File: config.mk
export PLATFORM = sky130hd
export DESIGN_NAME = aes_round_sequencer_flat
export DESIGN_NICKNAME = d
export VERILOG_FILES = /design/src/rtl/aes_round_sequencer_if.sv /design/src/rtl/aes_round_sequencer.sv /design/src/flat_wrapper.sv
export SDC_FILE = /design/constraint.sdc
export NUM_CORES = 1
export LEC_CHECK = 0
export CORE_MARGIN = 5
export CORE_UTILIZATION = 25
export CTS_BUF_LIST = sky130_fd_sc_hd__clkbuf_4 sky130_fd_sc_hd__clkbuf_8
export DETAILED_ROUTE_END_ITERATION = 6
export GPL_ROUTABILITY_DRIVEN = 1
export MAX_ROUTING_LAYER = met4
export PLACE_DENSITY_LB_ADDON = 0.05
export SYNTH_ARGS = -nofsm -noshare
export SYNTH_HDL_FRONTEND = slang
export SYNTH_SLANG_ARGS = --single-unit
export TNS_END_PERCENT = 5
File: constraint.sdc
create_clock -name i_clk -period 1.6 [get_ports i_clk]
set_clock_uncertainty 0.2 [all_clocks]
set_input_delay 0.32 -clock i_clk [delete_from_list [all_inputs] [get_ports i_clk]]
set_output_delay 0.32 -clock i_clk [all_outputs]
set_load 0.02 [all_outputs]
File: src/rtl/aes_round_sequencer_if.sv
// Handshake and datapath-control bundle between the AES round sequencer and its environment.
// The sequencer uses the slave modport; the requester/datapath side uses master.
interface aes_round_sequencer_if;
    logic       in_valid;
    logic       in_decrypt;
    logic       in_ready;
    logic       key_req;
    logic [3:0] key_round;
    logic       key_valid;
    logic       dp_load_init;
    logic       dp_load_round;
    logic       mix_en;
    logic       mix_inv;
    logic       sub_inv;
    logic [3:0] round;
    logic       busy;
    logic       out_valid;
    logic       out_ready;

    modport slave (
        input  in_valid, in_decrypt, key_valid, out_ready,
        output in_ready, key_req, key_round, dp_load_init, dp_load_round,
               mix_en, mix_inv, sub_inv, round, busy, out_valid
    );

    modport master (
        output in_valid, in_decrypt, key_valid, out_ready,
        input  in_ready, key_req, key_round, dp_load_init, dp_load_round,
               mix_en, mix_inv, sub_inv, round, busy, out_valid
    );
endinterface

File: src/rtl/aes_round_sequencer.sv
// Iterative AES round controller: sequences initial AddRoundKey, NR-1 full rounds and the
// final round over an external datapath, fetching one round key per load.
module aes_round_sequencer #(
    parameter int unsigned NR = 10
) (
    input  logic                   i_clk,
    input  logic                   i_rst_n,
    input  logic                   i_clear,
    aes_round_sequencer_if.slave   bus
);
    localparam logic [3:0] NrW = 4'(NR);

    typedef enum logic [2:0] {StIdle, StInit, StRound, StFinal, StDone} state_t;

    state_t     r_state;
    logic [3:0] r_round;
    logic       r_dec;

    always_ff @(posedge i_clk or negedge i_rst_n) begin
        if (!i_rst_n) begin
            r_state <= StIdle;
            r_round <= 4'd0;
            r_dec   <= 1'b0;
        end else if (i_clear) begin
            r_state <= StIdle;
            r_round <= 4'd0;
            r_dec   <= 1'b0;
        end else begin
            unique case (r_state)
                StIdle: begin
                    if (bus.in_valid) begin
                        r_dec   <= bus.in_decrypt;
                        r_round <= 4'd0;
                        r_state <= StInit;
                    end
                end
                StInit: begin
                    if (bus.key_valid) begin
                        r_round <= 4'd1;
                        r_state <= StRound;
                    end
                end
                StRound: begin
                    if (bus.key_valid) begin
                        r_round <= r_round + 4'd1;
                        if (r_round == NrW - 4'd1) begin
                            r_state <= StFinal;
                        end
                    end
                end
                StFinal: begin
                    if (bus.key_valid) begin
                        r_state <= StDone;
                    end
                end
                StDone: begin
                    if (bus.out_ready) begin
                        r_round <= 4'd0;
                        r_dec   <= 1'b0;
                        r_state <= StIdle;
                    end
                end
                default: begin
                    r_state <= StIdle;
                    r_round <= 4'd0;
                    r_dec   <= 1'b0;
                end
            endcase
        end
    end

    logic w_idle;
    logic w_key_phase;
    logic [3:0] w_key_round;

    assign w_idle      = (r_state == StIdle);
    assign w_key_phase = (r_state == StInit) || (r_state == StRound) || (r_state == StFinal);

    // Decryption walks the key schedule backwards: NR down to 0.
    always_comb begin
        w_key_round = 4'd0;
        unique case (r_state)
            StInit:  w_key_round = r_dec ? NrW : 4'd0;
            StRound: w_key_round = r_dec ? (NrW - r_round) : r_round;
            StFinal: w_key_round = r_dec ? 4'd0 : NrW;
            default: w_key_round = 4'd0;
        endcase
    end

    assign bus.in_ready      = w_idle;
    assign bus.busy          = !w_idle;
    assign bus.key_req       = w_key_phase;
    assign bus.key_round     = w_key_round;
    assign bus.round         = r_round;
    assign bus.mix_en        = (r_state == StRound);
    assign bus.mix_inv       = r_dec && !w_idle;
    assign bus.sub_inv       = r_dec && !w_idle;
    assign bus.out_valid     = (r_state == StDone);
    assign bus.dp_load_init  = (r_state == StInit) && bus.key_valid && !i_clear;
    assign bus.dp_load_round = ((r_state == StRound) || (r_state == StFinal))
                               && bus.key_valid && !i_clear;
endmodule
File: src/flat_wrapper.sv
// flat-port wrapper written by rule: the top's interface ports become plain ports
module aes_round_sequencer_flat 
#(
    parameter int unsigned NR = 10
)
  (i_clk, i_rst_n, i_clear, bus_in_valid, bus_in_decrypt, bus_key_valid, bus_out_ready, bus_in_ready, bus_key_req, bus_key_round, bus_dp_load_init, bus_dp_load_round, bus_mix_en, bus_mix_inv, bus_sub_inv, bus_round, bus_busy, bus_out_valid);
  aes_round_sequencer_if bus_i ();
  input  logic i_clk;
  input  logic i_rst_n;
  input  logic i_clear;
  input wire logic [$bits(bus_i.in_valid)-1:0] bus_in_valid;
  input wire logic [$bits(bus_i.in_decrypt)-1:0] bus_in_decrypt;
  input wire logic [$bits(bus_i.key_valid)-1:0] bus_key_valid;
  input wire logic [$bits(bus_i.out_ready)-1:0] bus_out_ready;
  output wire logic [$bits(bus_i.in_ready)-1:0] bus_in_ready;
  output wire logic [$bits(bus_i.key_req)-1:0] bus_key_req;
  output wire logic [$bits(bus_i.key_round)-1:0] bus_key_round;
  output wire logic [$bits(bus_i.dp_load_init)-1:0] bus_dp_load_init;
  output wire logic [$bits(bus_i.dp_load_round)-1:0] bus_dp_load_round;
  output wire logic [$bits(bus_i.mix_en)-1:0] bus_mix_en;
  output wire logic [$bits(bus_i.mix_inv)-1:0] bus_mix_inv;
  output wire logic [$bits(bus_i.sub_inv)-1:0] bus_sub_inv;
  output wire logic [$bits(bus_i.round)-1:0] bus_round;
  output wire logic [$bits(bus_i.busy)-1:0] bus_busy;
  output wire logic [$bits(bus_i.out_valid)-1:0] bus_out_valid;
  assign bus_i.in_valid = bus_in_valid;
  assign bus_i.in_decrypt = bus_in_decrypt;
  assign bus_i.key_valid = bus_key_valid;
  assign bus_i.out_ready = bus_out_ready;
  assign bus_in_ready = bus_i.in_ready;
  assign bus_key_req = bus_i.key_req;
  assign bus_key_round = bus_i.key_round;
  assign bus_dp_load_init = bus_i.dp_load_init;
  assign bus_dp_load_round = bus_i.dp_load_round;
  assign bus_mix_en = bus_i.mix_en;
  assign bus_mix_inv = bus_i.mix_inv;
  assign bus_sub_inv = bus_i.sub_inv;
  assign bus_round = bus_i.round;
  assign bus_busy = bus_i.busy;
  assign bus_out_valid = bus_i.out_valid;
  aes_round_sequencer #(.NR(NR)) u_core (.i_clk(i_clk), .i_rst_n(i_rst_n), .i_clear(i_clear), .bus(bus_i));
endmodule
==> metrics.md <==
| Metric | Value |
|---|---|
| Critical path origin | `u_core.bus.round[1]` |
| Post-synthesis sequential area ratio | `0.295` |
| FMAX | `around 500 MHz` |
| CP arrival | `around 1.5 ns` |
| Vias/cell | `about 4.6` |
| CP max FO | `4` |
| Least-Margin Pin Slew | `between 0.3 and 0.4 ns` |
| Die area | `a little under 4000 um^2` |
| Post-synth top area cell | `dfrtp_1` |
| Synth Cell Area | `between 600 and 700 um^2` |
| Total wire length | `approximately 2.2 mm` |
| Req. time, crit path | `~1.1 ns` |
| Footprint of the multi-input gates | `519 um^2` |
| Cell Pwr Density | `about 710 nW/um^2` |
| Yosys top cell area share | `0.295` |
| DR WL met3 | `between 100 and 150 um` |
| Clk sink count | `8` |
| I/O pin count | `24` |
| Commonest non-fill, non-tap cell in the layout | `buf_4` |
| Post-synth EDFFs | `0` |
| Fin crit period | `approximately 2.1 ns` |
| Routability Congestion | `just under 0.8` |
| Initial antenna violation count | `0` |
| Number of global-route vias before repair | `around 830` |
| Final setup viols | `19` |
| Initial DRC count | `11` |
| DRT met1 WL | `around 990 um` |
| Max Cap Viol | `0` |
| Die X | `about 62 um` |
| Share of layout cells above drive strength 1 | `0.621` |
| Yosys reg bits | `8` |
| Mean routed wirelength per cell | `12.5 um` |
| Fill cells | `~240` |
| Status | `finished, violations left` |
| Antenna-violating nets left | `0` |
| Metal2 WL | `around 1.0 mm` |
| Leakage | `approximately 0.00063 uW` |
| Rows | `18` |
| Unrepaired setup endpoints after global routing | `true` |
| Critical path class | `reg -> out` |
| R2r startpoint | `u_core.r_state[0]` |
| Detailed Routing Iterations Pass 1 | `2` |
| Power, Total | `around 940 uW` |
| First-pass GRT wire length | `3.76 mm` |
| Max-slew violations | `0` |
| Fin cells | `around 180` |
| Most frequent cells in the layout | `39 x buf_4, 8 x nor2_1, 8 x buf_6` |
| Synthesized netlist cell count | `86` |
| Crit path launch type | `flip-flop` |
| Inserted Diodes | `0` |
| I/O Buffers | `23` |
| CTS tree | `done` |
| Clk_lat worst skew | `between 0.2 and 0.3 ns` |
| # DRC | `0` |
| Maximum clock insertion buffer count | `2` |
| Clock slew at reported path FFs | `0.06 ns` |
| Vias | `roughly 800` |
| Placement Setup Slack | `-0.706 ns` |
| Nets | `between 150 and 200` |
| VDD IR max | `just under 0.5 mV` |
| Core Box Area | `2540 um^2` |
| CP endpoint kind | `output port` |
| Final hold vios | `0` |
| Failing checks | `negative setup slack` |
| Inst Count DP | `between 150 and 200` |
| Die height | `62.1 um` |
| Overall routing resource usage | `0.140` |
| Synth warnings | `0` |
| H-Tree Depth | `1` |
| Starting Density | `0.266` |
| Relative slew margins | `0.761` |
| P&R area growth vs syn | `93.9%` |
| Synthesized area per cell | `just under 8 um^2` |
| Largest net degree at the start of global routing | `10` |
| Final worst path period share | `1.29` |
| Final HPWL DP | `approximately 1.7 mm` |
| Register area | `205 um^2` |
| Total gr overflow | `0` |
| Main synth FF type | `dfrtp_1` |
| Asr flop ratio synth | `1.00` |
| Netlist cell types | `37` |
| Syn Nets | `95` |
| Clock buffer count from CTS | `3` |
| Area contributors post-synth | `dfrtp_1 30%, nor2_1 6.1%, o21ai_0 5.2%, ha_1 3.7%, nor3_1 3.7%` |
| Hold-fix buffers at CTS | `0` |
| Setup WS post-layout | `-0.460 ns` |
| Hold Path Class | `in -> async` |
| DR top layer | `met4` |
| Clk root buf | `clkbuf_4` |
-- layout make-up --
class | count | share of cell area
clock buffer | 4 | 0.0228
inverter | 7 | 0.0238
multi-input combinational | 65 | 0.395
sequential | 8 | 0.156
tap | 30 | 0.0285
timing repair buffer | 61 | 0.374
-- routing by layer --
layer  vias up  track usage
met5         -            -
met4         0       0.0636
met3         4       0.0310
met2        14        0.226
met1       368        0.164
li1        417            -
-- final timing paths --
check / endpoint / slack (ns) / cells past startpoint
setup / recovery: bus_key_round[1] / -0.46 / 7
hold / removal: u_core.bus.round[2] / 0.13 / 1
setup reg to reg: u_core.bus.round[1] / -0.27 / 5
hold reg to reg: u_core.bus.round[3] / 0.47 / 3
max in group asynchronous: u_core.r_state[2] / 0.79 / 1
min in group i_clk: u_core.r_dec / 0.44 / 3
-- timing repair --
action	in CTS	in global routing
pin swaps	0	2
setup endpoints to repair	23	22
setup buffers	4	1
resized for setup	78	22
-- worst max-delay path, cell delays in order, from the launching register on --
cell and delay (ns):
dfrtp_2 0.39, inv_1 0.07, ha_4 0.27, inv_1 0.03, nor2_1 0.11, nor3_1 0.07
a211oi_2 0.16, buf_4 0.17
-- power breakdown --
group | switching (uW) | internal (uW) | total [uW]
registers | 23.4 | 218 | 242
logic | 239 | 264 | 504
clock network | 80.0 | 113 | 193
-- logic make-up (layout without fill, tap and decap cells) --
logic type,count (synthesis),in the layout,synth area share
xor gates and xnor gates,2,2,0.0258
buffers and inverters,13,72,0.0885
AOI/OAI and AO/OA,20,20,0.194
muxes,2,2,0.0387
and+or+nand+nor,38,38,0.304
adders and majority gates,3,3,0.0535
DFF,8,8,0.295
-- per-stage QoR --
step | hold WS (ns) | cell area, um^2 | TNS (ns) | utilization
2_1_floorplan | -0.176 | 743 | -1.23 | -
3_3_place_gp | 0.433 | 1210 | -9.36 | 0.477
3_5_place_dp | 0.424 | 1210 | -9.52 | 0.477
4_1_cts | 0.144 | 1270 | -5.44 | 0.498
5_1_grt | 0.155 | 1320 | -6.11 | 0.517
6_report | 0.125 | 1320 | -5.05 | 0.517
-- sequential cells by signal, indices dropped and copies added (netlist names) --
signal,count
u_core.r_dec,1
u_core.r_state,3
u_core.bus.round,4
-- cell usage after synthesis (2+ instances only) --
master,n
buf_2,2
ha_1,2
and2_1,2
inv_1,6
nand2b_1,3
nand3_1,4
a21oi_1,4
and3_2,2
dfrtp_1,8
nor3_1,5
buf_4,2
nand2_1,5
nor2_1,11
o21ai_0,7
Note: power is estimated with default switching activity, not from simulation.
